**config.mk**
```make
export PLATFORM = sky130hd
export DESIGN_NAME = branch_cond_unit_flat
export DESIGN_NICKNAME = d
export VERILOG_FILES = /design/src/rtl/branch_cond_unit_if.sv /design/src/rtl/branch_cond_unit.sv /design/src/flat_wrapper.sv
export SDC_FILE = /design/constraint.sdc
export NUM_CORES = 1
export LEC_CHECK = 0
export CAP_MARGIN = 30
export CORE_UTILIZATION = 51
export CTS_BUF_LIST = sky130_fd_sc_hd__clkbuf_4 sky130_fd_sc_hd__clkbuf_8
export DETAILED_ROUTE_END_ITERATION = 10
export PLACE_DENSITY = 0.82
export RECOVER_POWER = 25
export SLEW_MARGIN = 0
export SYNTH_ARGS = -nofsm -noshare
export SYNTH_HDL_FRONTEND = slang
export SYNTH_SLANG_ARGS = --single-unit
export TNS_END_PERCENT = 50
```
**constraint.sdc**
```tcl
create_clock -name clk -period 2.4 [get_ports clk]
set_input_delay 0.48 -clock clk [delete_from_list [all_inputs] [get_ports clk]]
set_output_delay 0.48 -clock clk [all_outputs]
set_load 0.1 [all_outputs]
```
**src/rtl/branch_cond_unit_if.sv**
```systemverilog
// Bundle for the branch condition unit: flag update, branch request handshake and resolution pulse.
// Optional BRANCH_STATS_EN adds the statistics counters to the bundle.
interface branch_cond_unit_if #(
  parameter int PC_W   = 16,
  parameter int DISP_W = 8
);
  logic        [3:0]        code_in;
  logic                     flag_we;
  logic                     br_valid;
  logic                     br_ready;
  logic        [3:0]        br_cond;
  logic        [PC_W-1:0]   br_pc;
  logic signed [DISP_W-1:0] br_disp;
  logic        [3:0]        flags;
  logic                     res_valid;
  logic                     res_taken;
  logic                     redirect;
  logic        [PC_W-1:0]   res_target;
  logic                     illegal;
`ifdef BRANCH_STATS_EN
  logic        [15:0]       stat_branches;
  logic        [15:0]       stat_taken;
`endif

  modport master (
    output code_in, flag_we, br_valid, br_cond, br_pc, br_disp,
    input  br_ready, flags, res_valid, res_taken, redirect, res_target, illegal
`ifdef BRANCH_STATS_EN
    , input stat_branches, stat_taken
`endif
  );

  modport slave (
    input  code_in, flag_we, br_valid, br_cond, br_pc, br_disp,
    output br_ready, flags, res_valid, res_taken, redirect, res_target, illegal
`ifdef BRANCH_STATS_EN
    , output stat_branches, stat_taken
`endif
  );
endinterface

```
**src/rtl/branch_cond_unit.sv**
```systemverilog
// Branch condition unit: architectural {S,Z,C,V} flag register plus a two-cycle branch resolver.
// Optional feature macro: BRANCH_STATS_EN (saturating branch/taken counters).
module branch_cond_unit #(
  parameter int PC_W   = 16,
  parameter int DISP_W = 8
) (
  input  logic              clk,
  input  logic              rst,
  branch_cond_unit_if.slave bus
);

  typedef enum logic [1:0] {
    IDLE = 2'd0,
    EVAL = 2'd1,
    RESP = 2'd2
  } state_t;

  // Returns {taken, illegal}; flags are packed {S,Z,C,V}.
  function automatic logic [1:0] decode_cond(input logic [3:0] cond, input logic [3:0] f);
    logic s, z, c, v;
    logic taken;
    logic ill;
    s     = f[3];
    z     = f[2];
    c     = f[1];
    v     = f[0];
    taken = 1'b0;
    ill   = 1'b0;
    case (cond)
      4'b0000: taken = z;
      4'b0001: taken = s ^ v;
      4'b0010: taken = z | (s ^ v);
      4'b0011: taken = ~z;
      4'b0100: taken = c;
      4'b0101: taken = ~c;
      4'b0110: taken = v;
      4'b0111: taken = 1'b1;
      default: ill   = 1'b1;
    endcase
    return {taken, ill};
  endfunction

  function automatic logic [PC_W-1:0] calc_target(input logic [PC_W-1:0] pc,
                                                  input logic signed [DISP_W-1:0] disp);
    logic signed [PC_W-1:0] sx;
    sx = {{(PC_W-DISP_W){disp[DISP_W-1]}}, disp};
    return pc + PC_W'(1) + PC_W'(sx);
  endfunction

  function automatic logic [15:0] sat_inc(input logic [15:0] cnt);
    return (cnt == 16'hFFFF) ? cnt : cnt + 16'd1;
  endfunction

  state_t                   r_state;
  state_t                   w_state_nxt;
  logic                     w_accept;
  logic                     w_resp;
  logic        [3:0]        r_flags;
  logic        [3:0]        w_flags_eff;

  logic        [3:0]        r_cond_p0;
  logic        [PC_W-1:0]   r_pc_p0;
  logic signed [DISP_W-1:0] r_disp_p0;
  logic        [3:0]        r_flags_p0;

  logic        [1:0]        w_dec_p0;
  logic        [PC_W-1:0]   w_target_p0;
  logic                     r_taken_p1;
  logic                     r_illegal_p1;
  logic        [PC_W-1:0]   r_target_p1;

  // Same-cycle flag write is forwarded into the branch snapshot.
  assign w_flags_eff = bus.flag_we ? bus.code_in : r_flags;

  always_ff @(posedge clk) begin
    if (rst) begin
      r_flags <= 4'b0000;
    end else if (bus.flag_we) begin
      r_flags <= bus.code_in;
    end
  end

  always_ff @(posedge clk) begin
    if (rst) begin
      r_state <= IDLE;
    end else begin
      r_state <= w_state_nxt;
    end
  end

  always_comb begin
    w_state_nxt = r_state;
    w_accept    = 1'b0;
    case (r_state)
      IDLE: begin
        if (bus.br_valid) begin
          w_accept    = 1'b1;
          w_state_nxt = EVAL;
        end
      end
      EVAL:    w_state_nxt = RESP;
      RESP:    w_state_nxt = IDLE;
      default: w_state_nxt = IDLE;
    endcase
  end

  // Stage p0: request capture with flag snapshot
  always_ff @(posedge clk) begin
    if (w_accept) begin
      r_cond_p0  <= bus.br_cond;
      r_pc_p0    <= bus.br_pc;
      r_disp_p0  <= bus.br_disp;
      r_flags_p0 <= w_flags_eff;
    end
  end

  assign w_dec_p0    = decode_cond(r_cond_p0, r_flags_p0);
  assign w_target_p0 = calc_target(r_pc_p0, r_disp_p0);

  // Stage p1: resolved decision and target, presented during RESP
  always_ff @(posedge clk) begin
    if (r_state == EVAL) begin
      r_taken_p1   <= w_dec_p0[1];
      r_illegal_p1 <= w_dec_p0[0];
    end
  end

  always_ff @(posedge clk) begin
    if (rst) begin
      r_target_p1 <= '0;
    end else if (r_state == EVAL) begin
      r_target_p1 <= w_target_p0;
    end
  end

  // Reset during RESP suppresses the pulse in that same cycle.
  assign w_resp = (r_state == RESP) && !rst;

  assign bus.br_ready   = (r_state == IDLE);
  assign bus.flags      = r_flags;
  assign bus.res_valid  = w_resp;
  assign bus.res_taken  = w_resp & r_taken_p1;
  assign bus.redirect   = w_resp & r_taken_p1;
  assign bus.illegal    = w_resp & r_illegal_p1;
  assign bus.res_target = r_target_p1;

`ifdef BRANCH_STATS_EN
  logic [15:0] r_stat_branches;
  logic [15:0] r_stat_taken;

  always_ff @(posedge clk) begin
    if (rst) begin
      r_stat_branches <= 16'd0;
      r_stat_taken    <= 16'd0;
    end else if (w_resp) begin
      r_stat_branches <= sat_inc(r_stat_branches);
      if (r_taken_p1) begin
        r_stat_taken <= sat_inc(r_stat_taken);
      end
    end
  end

  assign bus.stat_branches = r_stat_branches;
  assign bus.stat_taken    = r_stat_taken;
`endif

endmodule

```
**src/flat_wrapper.sv**
```systemverilog
// flat-port wrapper written by rule: the top's interface ports become plain ports
module branch_cond_unit_flat 
#(
  parameter int PC_W   = 16,
  parameter int DISP_W = 8
)
  (clk, rst, bus_code_in, bus_flag_we, bus_br_valid, bus_br_cond, bus_br_pc, bus_br_disp, bus_br_ready, bus_flags, bus_res_valid, bus_res_taken, bus_redirect, bus_res_target, bus_illegal);
  branch_cond_unit_if #(.PC_W(PC_W), .DISP_W(DISP_W)) bus_i ();
  input  logic clk;
  input  logic rst;
  input wire logic [$bits(bus_i.code_in)-1:0] bus_code_in;
  input wire logic [$bits(bus_i.flag_we)-1:0] bus_flag_we;
  input wire logic [$bits(bus_i.br_valid)-1:0] bus_br_valid;
  input wire logic [$bits(bus_i.br_cond)-1:0] bus_br_cond;
  input wire logic [$bits(bus_i.br_pc)-1:0] bus_br_pc;
  input wire logic [$bits(bus_i.br_disp)-1:0] bus_br_disp;
  output wire logic [$bits(bus_i.br_ready)-1:0] bus_br_ready;
  output wire logic [$bits(bus_i.flags)-1:0] bus_flags;
  output wire logic [$bits(bus_i.res_valid)-1:0] bus_res_valid;
  output wire logic [$bits(bus_i.res_taken)-1:0] bus_res_taken;
  output wire logic [$bits(bus_i.redirect)-1:0] bus_redirect;
  output wire logic [$bits(bus_i.res_target)-1:0] bus_res_target;
  output wire logic [$bits(bus_i.illegal)-1:0] bus_illegal;
  assign bus_i.code_in = bus_code_in;
  assign bus_i.flag_we = bus_flag_we;
  assign bus_i.br_valid = bus_br_valid;
  assign bus_i.br_cond = bus_br_cond;
  assign bus_i.br_pc = bus_br_pc;
  assign bus_i.br_disp = bus_br_disp;
  assign bus_br_ready = bus_i.br_ready;
  assign bus_flags = bus_i.flags;
  assign bus_res_valid = bus_i.res_valid;
  assign bus_res_taken = bus_i.res_taken;
  assign bus_redirect = bus_i.redirect;
  assign bus_res_target = bus_i.res_target;
  assign bus_illegal = bus_i.illegal;
  branch_cond_unit #(.PC_W(PC_W), .DISP_W(DISP_W)) u_core (.clk(clk), .rst(rst), .bus(bus_i));
endmodule
```
After elaboration in Yosys (flattened, before gate mapping) --
Index checks and enable logic that the tools add are counted.
Storage, ports and cells: register bits after elaboration 56, output and inout port bits 25, word-level logic and storage cells 39
Cells by class: add/subtract/negate cells 2, eq/ne operators 10, mux-type cells 7, bitwise logic cells 6, reduce and logical (&&, ||, !) cells 5
Operator list (number):
- adder 16 x 1 -> 16 bit, second input constant | 1
- adder 16 bit | 1
- equality test 4 x 3 -> 1 bit, second input constant | 4
- equality test 4 x 2 -> 1 bit, second input constant | 2
- case mux 1 bit (8 select lines) | 1
- OR reduction 8 bit | 1
- equality test 4 x 1 -> 1 bit, second input constant | 1
- zero test 4 bit | 1
- 2-to-1 mux 4 bit | 1
- case mux 2 bit (2 select lines) | 1
- 2-to-1 mux 1 bit | 3
- bitwise AND 1 bit | 2
- equality test 2 x 1 -> 1 bit, second input constant | 1
- equality test 2 bit, second input constant | 1
- zero test 2 bit | 1
- 2-to-1 mux 2 bit | 1
- != test 2 bit, second input constant | 1
- NOT 1 bit | 2
- logical AND 1 bit | 1
- zero test 1 bit | 1
- bitwise OR 1 bit | 1
- XOR 1 bit | 1

Longest topological paths before layout --
Gate-level depths: netlist of the first run.
depth after elaboration 3, depth in mapped cells 10

Least setup slack after synthesis of the first run --
Ideal clock, no wire load.
path kind input-to-output, start in rst, end out bus_res_taken, arrival time 4.375 ns, setup slack -2.455 ns, stages 4, path buffers 2, cell sequence clkbuf_1 > nor3b_1 > and2_1 > buf_4
On the way: cells in the longest elaborated chain, start to end 3
Ends and longest elaborated chain:
- start: declaration | RTL line flat_wrapper.sv:10 | input logic rst;
- zero test 1 bit | RTL line branch_cond_unit.sv:137 | assign w_resp = (r_state == RESP) && !rst;
- logical AND 1 bit | RTL line branch_cond_unit.sv:137
- named net bus_res_valid | RTL line flat_wrapper.sv:19 | output wire logic [$bits(bus_i.res_valid)-1:0] bus_res_valid;
- bitwise AND 1 bit
- end: declaration | RTL line flat_wrapper.sv:20 | output wire logic [$bits(bus_i.res_taken)-1:0] bus_res_taken;
The timed path passes the listed nets, and every way through them passes these cells.

Worst setup path after layout of the first run --
start reg u_core.r_pc_p0[0], end reg u_core.r_target_p1[10], in the netlist u_core.bus.res_target[10]
On the way: cells in the longest elaborated chain, start to end 2
Ends and longest elaborated chain:
- start: declaration | RTL line branch_cond_unit.sv:62 | logic [PC_W-1:0] r_pc_p0;
- start signal: assignment | RTL line branch_cond_unit.sv:111 | r_pc_p0 <= bus.br_pc;
- adder 16 x 1 -> 16 bit | RTL line branch_cond_unit.sv:47 | return pc + PC_W'(1) + PC_W'(sx);
- adder 16 bit | RTL line branch_cond_unit.sv:47
- end signal: assignment | RTL line branch_cond_unit.sv:132 | r_target_p1 <= w_target_p0;
- end: declaration | RTL line branch_cond_unit.sv:70 | logic [PC_W-1:0] r_target_p1;
Every way passes these cells. A chain may end at the register's enable or synchronous reset.

==> impl_metrics.csv, run 1 <==
group,metric,value,unit
drt,drc,0,
sta,fin_ws,0.136,ns
sta,clock.fmax,0.442,GHz
final_layout,nets,333,
worst_setup_path,crit_required,2.56,ns
placed_design,post-dp-hpwl,3.53,mm
logic_synthesis,synthesis.instances,217,
sta,hold_viol,0,
sta,hold_ws,0.456,ns
sta,fin_crit,2.26,ns
placed_design,numPortBuffers,60,
logic_synthesis,yosysMostFrequentCell,"edfxtp_1",
worst_setup_path,path_max_fanout,4,
logic_synthesis,synth_ff_type,"edfxtp_1",
worst_setup_path,worstSetupPathType,"flip-flop to flip-flop",
clock_tree,cts_tree,"built",
sta,rsz0062_at_grt,"true",
sta,maxSlewViolCount,0,
grt,grt_pass1_vias,1736,
die,start_util,54.0,%
worst_setup_path,arrival,2.42,ns
status,run_status,"finished, final reports clean",
clock_tree,numCtsBuffers,5,
power_and_ir_drop,power.leakage,1.33,nW
power_and_ir_drop,peakVddDrop,0.395,mV
sta,tightestPinTransition,0.638,ns
sta,clock_skew,0.00505,ns
clock_tree,postCtsHoldBufs,0,
worst_setup_path,crit_path_start_kind,"flip-flop",
clock_tree,h-tree-depth,2,
grt,antenna_found_initial,0,
worst_hold_path,min_path_cells,2,
drt,viasPerCell,5.18,
placed_design,gp_congestion,0.863,
power_and_ir_drop,pwr-share-seq,48.2,%
placed_design,placed_area,3270,um2
logic_synthesis,syn_nets,269,
die,fp.dieH,73.2,um
worst_setup_path,rr_worst_depth,10,
drt,drt_iter0_markers,83,
power_and_ir_drop,p_total,0.00233,W
logic_synthesis,ys_seq_area_share,56.5,%
logic_synthesis,async_flop_share,0,%
final_layout,antenna_cells,0,
grt,grt.overflow.total,0,
final_layout,syn2layout_area_growth,31.5,%
worst_setup_path,end_kind,"flip-flop",
worst_hold_path,hp-class,"flip-flop to flip-flop",
sta,setup_viol,0,
logic_synthesis,synthTopCellsByCount,"34 x edfxtp_1, 22 x dfxtp_1, 17 x nand2_1, 15 x a21oi_1, 15 x ha_1",
power_and_ir_drop,clkPwrFrac,25.8,%
logic_synthesis,synth_area_leaders,"edfxtp_1 39%, dfxtp_1 17%, ha_1 7.3%, a21oi_1 2.9%, nand2_1 2.5%",
drt,wl_per_cell,13.4,um
power_and_ir_drop,switchingPower,0.000702,W
logic_synthesis,synth_area_per_cell,11.9,um2
die,io_pins,61,
drt,first_pass_iters,4,
drt,vias,1808,
final_layout,final_cell_area,3400,um2
grt,grt_usage,19.5,%
clock_tree,clock_sinks,56,
flow_run,drv_cap,0,
grt,grt_pass1_wl,7.68,mm
logic_synthesis,ys_seq_elements,56,
logic_synthesis,yosys.area.top_type,"edfxtp_1",
die,die_w,73.2,um
die,core-area,4790,um2
sta,period_share,94.3,%
power_and_ir_drop,power.density,685,nW/um2
drt,postRouteAntennaNets,0,
logic_synthesis,yosysWarnings,0,
sta,slew_headroom,57.4,%
die,num_rows,25,
power_and_ir_drop,p_sw_share,30.1,%
clock_tree,clockBufferDepth,2,
final_layout,drive_gt1_share,22.0,%
power_and_ir_drop,intPower,0.00163,W
placed_design,place_ws,0.0557,ns
clock_tree,ctsRootBufferMaster,"clkbuf_8",
clock_tree,worstSkewPairLatency,0.30,ns
power_and_ir_drop,p_comb_share,26.0,%
logic_synthesis,syn-cell-area,2590,um2
final_layout,post-route-util,71.1,%
grt,grt_start_max_net_pins,34,
drt,routed_wl,4.69,mm
die,die_area,5360,um2
clock_tree,cts.clk_slew.worst_paths,0.09,ns
logic_synthesis,synth_edf_count,34,
logic_synthesis,synth_top_area_share,39.5,%
logic_synthesis,ys_types,41,
final cells by class:
type	instances	area, um2
Clock buffer	6	76.3
Timing Repair Buffer	64	618
Inverter	8	30.0
Clock inverter	2	35.0
Multi-Input combinational cell	146	1100
Fill cell	367	1390
Tap cell	67	83.8
Sequential cell	56	1460
path summary, 6_finish.rpt:
| check | endpoint | slack, ns | start |
|---|---|---|---|
| min reg2reg | u_core.bus.res_target[4] | 0.46 | u_core.bus.res_target[4] |
| min | u_core.bus.res_target[4] | 0.46 | u_core.bus.res_target[4] |
| max | u_core.bus.res_target[10] | 0.14 | u_core.r_pc_p0[0] |
| max reg2reg | u_core.bus.res_target[10] | 0.14 | u_core.r_pc_p0[0] |
placed cells by master (no fill, tap or decap), types with 5 or more instances in the layout:
cell             count
nand3_1              7
clkbuf_8             5
nand2_1             17
buf_4               25
ha_1                14
edfxtp_1            34
clkdlybuf4s50_1      8
a21oi_1             14
a211oi_1             7
xnor2_1              7
dlygate4sd3_1       27
nor2b_1              8
dfxtp_1             22
o21ai_0             11
nor2_1              10
inv_1                7
worst max-delay path: stages (launching register included):
cell	delay, ns
edfxtp_1	0.38
inv_1	0.07
ha_2	0.18
inv_2	0.04
fa_2	0.36
a21oi_2	0.19
o22ai_2	0.12
o41a_4	0.40
a21boi_2	0.16
xor2_1	0.15
a211oi_1	0.08
metal layers:
layer	track usage [%]	up-vias	part of all wire, %
met3	4.28	8	3.4
met5	0	-	0
met4	8.50	0	1.9
met1	23.2	841	44
met2	33.7	41	51
li1	-	918	-
what timing repair did:
action,4_1_cts,5_1_grt
setup buffers,0,1
endpoints found under the setup margin,0,4
hold endpoints to repair,0,0
gates resized for setup,0,5
kinds of logic (layout without fill, tap and decap cells):
family / count (synthesis) / in the layout / synth area share (%)
compound gates: 55 / 55 / 15.3
flops: 56 / 56 / 56.5
fa+ha+maj: 16 / 16 / 8.03
mux: 5 / 5 / 2.61
simple gates: 59 / 59 / 11.4
buf+inv: 15 / 80 / 2.42
xor+xnor: 11 / 11 / 3.73
flip-flops by register name, summed over array words and instances, names as in the netlist:
| name | cells |
|---|---|
| u_core.bus.res_target | 16 |
| u_core.r_illegal_p1 | 1 |
| u_core.r_flags_p0 | 4 |
| u_core.r_state | 2 |
| u_core.r_pc_p0 | 16 |
| u_core.r_disp_p0 | 8 |
| u_core.r_cond_p0 | 4 |
| u_core.r_taken_p1 | 1 |
| u_core.bus.flags | 4 |
stage by stage:
step | std cells | TNS [ns]
3_5_place_dp | 340 | 0
6_report | 349 | 0
2_1_floorplan | 217 | -0.619
4_1_cts | 348 | 0
3_3_place_gp | 340 | 0
5_1_grt | 349 | -0.00208
power by group through the flow:
stage | registers, W | clock network [W] | logic [W]
2_1_floorplan | 0.00131 | 0 | 0.000279
3_3_place_gp | 0.00114 | 0 | 0.000598
3_5_place_dp | 0.00115 | 0 | 0.000608
4_1_cts | 0.00112 | 0.000615 | 0.000611
5_1_grt | 0.00113 | 0.000661 | 0.000652
6_report | 0.00112 | 0.000601 | 0.000606
Note: power is estimated with default switching activity, not from simulation.
==> run 2: changes to the inputs <==
Settings changed: GPL_TIMING_DRIVEN set to 0, SKIP_CTS_REPAIR_TIMING set to 1.
==> impl_metrics.csv, run 2 (same netlist as run 1, synthesis figures left out) <==
group,metric,value,unit
grt,gr-usage-met2,34.5,%
worst_setup_path,rr_worst_depth,10,
final_layout,antenna_cells,0,
placed_design,numPortBuffers,60,
drt,postRouteAntennaNets,0,
grt,grt_usage,19.5,%
worst_setup_path,rr_endpoint,"u_core.bus.res_target[14]",
grt,grt_start_max_net_pins,34,
sta,slew_headroom,34.2,%
grt,grt.overflow.total,0,
die,core-area,4790,um2
status,run_status,"finished, final reports clean",
die,die_area,5360,um2
clock_tree,ctsRootBufferMaster,"clkbuf_8",
sta,tightestPinTransition,0.985,ns
sta,hold_viol,0,
drt,viasPerCell,5.32,
worst_setup_path,end_kind,"flip-flop",
final_layout,fillers,331,
sta,clock.fmax,0.419,GHz
worst_setup_path,rr_startpoint,"u_core.r_disp_p0[0]",
worst_setup_path,path_max_fanout,4,
clock_tree,cts_tree,"built",
die,num_rows,25,
clock_tree,h-tree-depth,2,
final_layout,syn2layout_area_growth,33.3,%
power_and_ir_drop,power.leakage,1.30,nW
die,start_util,54.0,%
power_and_ir_drop,power.density,683,nW/um2
drt,first_pass_iters,4,
clock_tree,cts.clk_slew.worst_paths,0.09,ns
power_and_ir_drop,peakVddDrop,0.408,mV
sta,setup_viol,0,
worst_setup_path,crit_path_start_kind,"flip-flop",
sta,maxSlewViolCount,0,
grt,top_usage_layer,"met2",
grt,grt_pass1_wl,7.94,mm
sta,period_share,99.4,%
final_layout,multi_input_area,1090,um2
worst_setup_path,r2r_slack,0.01,ns
final_layout,seq_area,1460,um2
drt,wl_per_cell,13.7,um
drt,drt_iter0_markers,80,
final_layout,drive_gt1_share,13.3,%
placed_design,post-dp-hpwl,3.63,mm
clock_tree,clockBufferDepth,2,
sta,rsz0062_at_grt,"true",
sta,clock_skew,0.00881,ns
flow_run,drv_cap,0,
drt,vias,1872,
worst_setup_path,cp-startpoint,"u_core.r_disp_p0[0]",
final_layout,final_common_cell,"edfxtp_1",
grt,antenna_found_initial,0,
drt,drc,0,
clock_tree,numCtsBuffers,5,
sta,fin_crit,2.39,ns
final_layout,post-route-util,72.1,%
final_layout,nets,336,
grt,grt_use_met3,4.56,%
power_and_ir_drop,p_total,0.00236,W
worst_setup_path,crit_end,"u_core.bus.res_target[14]",
final_layout,layout_common_cells,"34 x edfxtp_1, 28 x clkdlybuf4s50_1, 27 x dlygate4sd3_1",
die,io_pins,61,
die,die_w,73.2,um
drt,routed_wl,4.81,mm
grt,grt_pass1_vias,1793,
worst_setup_path,crit_required,2.58,ns
worst_hold_path,hp-class,"flip-flop to flip-flop",
sta,hold_ws,0.461,ns
worst_setup_path,worstSetupPathType,"flip-flop to flip-flop",
grt,grt.met1_usage,23.9,%
placed_design,gp_congestion,0.820,
worst_setup_path,arrival,2.56,ns
die,fp.dieH,73.2,um
clock_tree,worstSkewPairLatency,0.31,ns
clock_tree,clock_sinks,56,
run 2: cell count changes in the layout (fill, tap and decap cells not counted), moves of 2 or more:
cell             change
buf_2                +2
buf_12               -2
clkdlybuf4s50_1     +20
clkbuf_1             +3
buf_4               -25
clkinv_4             +2
run 2: worst min path at each step:
stage / startpoint / to / slack [ns] / cells after the start
floorplan: u_core.r_cond_p0[3] / u_core.r_illegal_p1 / 0.50 / 1
global placement: u_core.bus.res_target[13] / u_core.bus.res_target[13] / 0.45 / 2
detailed placement: u_core.bus.res_target[13] / u_core.bus.res_target[13] / 0.45 / 2
CTS: u_core.bus.res_target[13] / u_core.bus.res_target[13] / 0.46 / 2
global route: u_core.bus.res_target[13] / u_core.bus.res_target[13] / 0.48 / 2
finish: u_core.bus.res_target[12] / u_core.bus.res_target[12] / 0.46 / 2
run 2: metal layers:
metal  vias to the layer above  share of wire [%]
met5                         -                  0
met4                         0                1.3
met3                        12                4.6
met2                        54                 50
met1                       879                 44
li1                        927                  -
run 2: layout make-up:
type,count,share of cell area [%]
multi-input cells,146,31.5
clock buffers,5,2.00
plain buffers,7,1.92
repair buffers,60,17.5
flip-flops and latches,56,42.4
inverters,8,0.871
clock inverters,3,1.38
well taps,67,2.43
run 2: worst max-delay path: stages (launching register included):
cell and delay, ns:
edfxtp_1 0.38, inv_1 0.07, ha_1 0.18, inv_1 0.07, fa_2 0.37, a21oi_2 0.18
o22ai_1 0.13, o41a_4 0.41, o21ai_2 0.16, xor2_1 0.21, a211oi_1 0.10
run 2: report_power, final:
part / total (W) / switching, W / internal (W)
combinational: 0.000615 / 0.000392 / 0.000222
clock: 0.000615 / 0.000301 / 0.000314
sequential: 0.00113 / 0.0000329 / 0.00109
total: 0.00236 / 0.000726 / 0.00163
run 2: metrics by stage:
step	setup WS [ns]	TNS, ns	cells	cell area, um2
finish	0.0145	0	352	3450
global route	-0.0940	-0.157	352	3450
CTS	-0.812	-3.01	352	3440
detailed placement	-0.810	-2.94	344	3320
global placement	-0.813	-2.88	344	3320
floorplan	-0.318	-0.619	217	2640
==> run 3: changes to the inputs <==
Settings changed: HOLD_SLACK_MARGIN set to 0.03.
==> results of run 3 <==
Same layout as run 2: the final DEF is identical, and so are final timing and power.
